[src/rtl/down_counter_pkg.sv]
// Shared types and constants for param_down_counter and its prescaler.
// The optional prescaler is enabled by defining DOWN_COUNTER_PRESCALER_EN.
package down_counter_pkg;

  typedef enum logic [1:0] {
    IDLE = 2'd0,
    RUN  = 2'd1,
    DONE = 2'd2
  } state_t;

  localparam int CO_PRE  = 0;
  localparam int CO_POST = 1;

endpackage

[src/rtl/down_counter_prescaler.sv]
// Divides the count enable: tick fires on every PRESCALE-th enabled cycle.
// Only instantiated when DOWN_COUNTER_PRESCALER_EN is defined.
module down_counter_prescaler #(
  parameter int PRESCALE = 4
) (
  input  logic clk,
  input  logic rst,
  input  logic clr,
  input  logic en,
  output logic tick
);

  localparam int PW = $clog2(PRESCALE);
  localparam logic [PW-1:0] LAST = PW'(PRESCALE - 1);

  logic [PW-1:0] cnt;

  assign tick = en && !clr && (cnt == LAST);

  always_ff @(posedge clk or posedge rst) begin
    if (rst) begin
      cnt <= '0;
    end else if (clr) begin
      cnt <= '0;
    end else if (en) begin
      cnt <= (cnt == LAST) ? '0 : cnt + 1'b1;
    end
  end

endmodule

[src/rtl/param_down_counter.sv]
// Loadable down-counter/timer with one-shot or auto-reload mode and PRE/POST carry-out.
// Define DOWN_COUNTER_PRESCALER_EN to divide dcen by PRESCALE before each decrement.
module param_down_counter
  import down_counter_pkg::*;
#(
  parameter int WIDTH    = 8,
  parameter int CO_MODE  = CO_PRE,
  parameter int PRESCALE = 4
) (
  input  logic             clk,
  input  logic             rst,
  input  logic             dcen,
  input  logic             ld,
  input  logic [WIDTH-1:0] pi,
  input  logic             reload,
  output logic [WIDTH-1:0] count,
  output logic             busy,
  output logic             co
);

  state_t           state;
  logic [WIDTH-1:0] reload_val;
  logic             mode_q;
  logic             tick;
  logic             co_pre;

`ifdef DOWN_COUNTER_PRESCALER_EN
  down_counter_prescaler #(
    .PRESCALE(PRESCALE)
  ) u_prescaler (
    .clk (clk),
    .rst (rst),
    .clr (ld),
    .en  (dcen && (state == RUN)),
    .tick(tick)
  );
`else
  assign tick = dcen && (state == RUN);

  // PRESCALE only matters when the prescaler is built.
  if (PRESCALE < 2) begin : g_prescale_unused
  end
`endif

  always_ff @(posedge clk or posedge rst) begin
    if (rst) begin
      count      <= '0;
      reload_val <= '0;
      mode_q     <= 1'b0;
      state      <= IDLE;
    end else if (ld) begin
      count      <= pi;
      reload_val <= pi;
      mode_q     <= reload;
      state      <= (pi != '0) ? RUN : DONE;
    end else if (tick) begin
      // tick is only ever asserted in RUN; zero either reloads or terminates.
      if (count != '0) begin
        count <= count - 1'b1;
      end else if (mode_q) begin
        count <= reload_val;
      end else begin
        state <= DONE;
      end
    end
  end

  assign busy   = (state == RUN);
  assign co_pre = (state != IDLE) && (count == '0);

  if (CO_MODE == CO_POST) begin : g_co_post
    logic co_q;
    always_ff @(posedge clk or posedge rst) begin
      if (rst) begin
        co_q <= 1'b0;
      end else begin
        co_q <= co_pre;
      end
    end
    assign co = co_q;
  end else begin : g_co_pre
    assign co = co_pre;
  end

endmodule
[config.mk]
export PLATFORM = sky130hd
export DESIGN_NAME = param_down_counter
export DESIGN_NICKNAME = d
export VERILOG_FILES = /design/src/rtl/down_counter_pkg.sv /design/src/rtl/down_counter_prescaler.sv /design/src/rtl/param_down_counter.sv
export SDC_FILE = /design/constraint.sdc
export NUM_CORES = 1
export LEC_CHECK = 0
export ABC_AREA = 1
export BUFFER_PORTS_ARGS = -buffer_cell sky130_fd_sc_hd__buf_2
export CORE_UTILIZATION = 53
export DETAILED_ROUTE_END_ITERATION = 12
export PLACE_DENSITY = 0.77
export REMOVE_ABC_BUFFERS = 1
export SETUP_SLACK_MARGIN = 0.4
export SYNTH_ARGS = -nofsm -noshare
export SYNTH_HDL_FRONTEND = slang
export SYNTH_SLANG_ARGS = --single-unit
[constraint.sdc]
create_clock -name clk -period 1.77 [get_ports clk]
set_input_delay 0.2655 -clock clk [delete_from_list [all_inputs] [get_ports clk]]
set_output_delay 0.2655 -clock clk [all_outputs]
set_load 0.05 [all_outputs]
==> results.sh <==
export IMPL_coreArea_um2=2002
export IMPL_crit_type="reg2out"
export IMPL_diodes=0
export IMPL_grt_overflow_total=0
export IMPL_drt_wl_total_um=3127
export IMPL_synth_top_area_cell="dfrtp_1"
export IMPL_yosys_area_share_simple_pct=39.52
export IMPL_clock_sinks=19
export IMPL_cp_slowest_cell="dfrtp_1"
export IMPL_crit_required_ns=1.50
export IMPL_yosys_warnings=0
export IMPL_antenna_found_initial=0
export IMPL_clock_root_buffer="clkbuf_4"
export IMPL_synthToLayoutAreaGrowth_pct=37.34
export IMPL_placed_cell_area_um2=1295
export IMPL_drcViolationCount=0
export IMPL_dieArea_um2=2352
export IMPL_min_period_ns=1.700
export IMPL_worstMarginPinSlew_ns=0.7435
export IMPL_slew_headroom_pct=50.38
export IMPL_grt_pass1_wl_um=4823
export IMPL_worstPathArrival_ns=1.43
export IMPL_ant_nets=0
export IMPL_rr_worst_depth=10
export IMPL_firstDrtPassIters=4
export IMPL_hpwlAfterDp_um=1896
export IMPL_startpoint_type="flip-flop"
export IMPL_pwr_density_cell_nw_per_um2=852.1
export IMPL_gp_congestion=0.8512
export IMPL_yosys_top_cells_area="dfrtp_1 41%, nand2_1 20%, nor2_1 5.9%"
export IMPL_final_cell_area_um2=1574
export IMPL_hp_class="in2async"
export IMPL_syn_mean_instance_area_um2=7.031
export IMPL_synth_area_um2=1146
export IMPL_start_util_pct=57.25
export IMPL_portBuffers=22
export IMPL_outcome="completed"
export IMPL_finalHoldViolCount=0
export IMPL_ys_seq_area_share_pct=41.48
export IMPL_reg2reg_slack_ns=0.22
export IMPL_synth_area_mux_share_pct=0
export IMPL_timing_critical_path_mode_cell="inv_2"
export IMPL_layout_nets=221
export IMPL_finalSetupTns_ns=0
export IMPL_grt_usage_pct=26.83
export IMPL_drv_cap=0
export IMPL_end_kind="output port"
export IMPL_timing_fmax_mhz=588.3
export IMPL_layout_commonest_cell="nand2_1"
export IMPL_cts_made_buffers=3
export IMPL_synth_xor_area_share_pct=2.293
export IMPL_fin_skew_ns=0.002955
export IMPL_cts_clk_slew_worst_paths_ns=0.11
export IMPL_critPathMaxStageDelay_ns=0.40
export IMPL_drt_iter0_markers=39
export IMPL_finalMaxSlewViolations=0
export IMPL_synthCells=163
export IMPL_synth_compound_area_share_pct=6.878
export IMPL_cts_buffer_depth=2
export IMPL_rows=16
export IMPL_drive_gt1_share_pct=35.61
export IMPL_synth_top_area_share_pct=41.48
export IMPL_ys_seq_elements=19
export IMPL_vias_per_cell=5.228
export IMPL_ir_drop_mv=0.5447
export IMPL_wl_per_cell_um=13.48
export IMPL_cts_hold_buf=0
export IMPL_worstSkewPairLatency_ns=0.31
export IMPL_cellLeakagePower_nw=0.8612
export IMPL_final_cell_mix="57 x nand2_1, 18 x dfrtp_1, 17 x nor2_1, 17 x buf_2, 14 x inv_1"
export IMPL_die_y_um=48.50
export IMPL_timing_final_crit_share_pct=96.03
export IMPL_setup_viol_count_final=0
export IMPL_yosysUniqueCellTypes=22
export IMPL_holdWs_ns=0.06071
export IMPL_grt_pass1_vias=1057
export IMPL_dieWidth_um=48.50
export IMPL_yosys_area_share_adder_pct=2.183
export IMPL_cts_htree_levels=1
export IMPL_tritoncts="built"
export IMPL_worst_path_max_fanout=2
export IMPL_rsz0062_at_grt="yes"
export IMPL_synth_top_family_by_area="simple AND/OR/NAND/NOR gates"
export IMPL_vias=1213
export IMPL_path_cells="inv_2 > ha_4 > inv_2 > nor2_4 > nand2_4 > a21oi_4 > buf_6"
export IMPL_io_pins=23
export IMPL_grt_max_degree=20
==> sequential cells by signal (all words and copies together), names as in the netlist <==
name	flops
reload_val	8
count	8
mode_q	1
state	2
==> critical path, delay by kind of cell (launching register included) <==
kind	cells	cell delay, ns
DFF	1	0.40
AOI/OAI and AO/OA	1	0.11
and+or+nand+nor	2	0.19
adders and majority gates	1	0.14
buffers and inverters	3	0.29
==> power by group <==
part	total (mW)	switching (mW)	internal [mW]	leakage, nW
Sequential	0.528	0.0422	0.486	0.226
Clock	0.231	0.143	0.0881	0.0150
Combinational	0.583	0.372	0.211	0.620
==> Yosys cell counts, drive strengths merged <==
cell type,count
or2,1
a21boi,4
o21ai,6
inv,20
nand3,14
nand4,1
dfrtp,19
xor2,2
xnor2,1
buf,2
ha,2
nand2,66
a21oi,3
nor2,22
==> per-layer routing <==
metal,track usage [%],vias to the layer above,wire [um]
met1,35.41,567,1283
met3,4.717,7,242
met5,0,-,0
met4,8.824,0,57
li1,-,584,-
met2,44.60,55,1544
==> layout make-up <==
type	count	area [um^2]
Multi-Input combinational cell	123	676.9
Sequential cell	19	476.7
Fill cell	138	427.9
Timing Repair Buffer	39	280.3
Inverter	20	80.08
Clock buffer	4	26.28
Tap cell	27	33.78
==> worst paths after layout <==
check / end / start
min in group clk: mode_q / reload
hold reg to reg: reload_val[1] / reload_val[1]
setup / recovery: co / count[0]
setup reg to reg: count[6] / count[0]
max in group asynchronous: count[2] / rst
hold / removal: reload_val[0] / rst
==> timing repair <==
item                                    4_1_cts  5_1_grt
endpoints found under the setup margin       12       15
cloned                                        1        0
gates resized for setup                      20       24
buffers inserted                             11        4
pin swaps                                    15       14
hold endpoints to repair                      0        0
==> per-stage QoR <==
step           util (%)  power (mW)  instances  worst slack, ns
2_1_floorplan         -      0.8567        161          -0.5248
3_3_place_gp      64.69      0.9596        212           0.2118
3_5_place_dp      64.69      0.9676        212           0.1448
4_1_cts           73.81       1.264        228           0.1030
5_1_grt           78.63       1.409        232         0.008511
6_report          78.63       1.341        232          0.07019
==> cell families (layout without fill, tap and decap cells) <==
logic type	Yosys count	in the layout
AO/OA/AOI/OAI	13	13
flip-flops	19	19
buffers and inverters	22	63
adder cells (fa/ha/maj)	2	2
AND/OR/NAND/NOR	104	105
XOR/XNOR	3	3
Note: power is estimated with default switching activity, not from simulation.
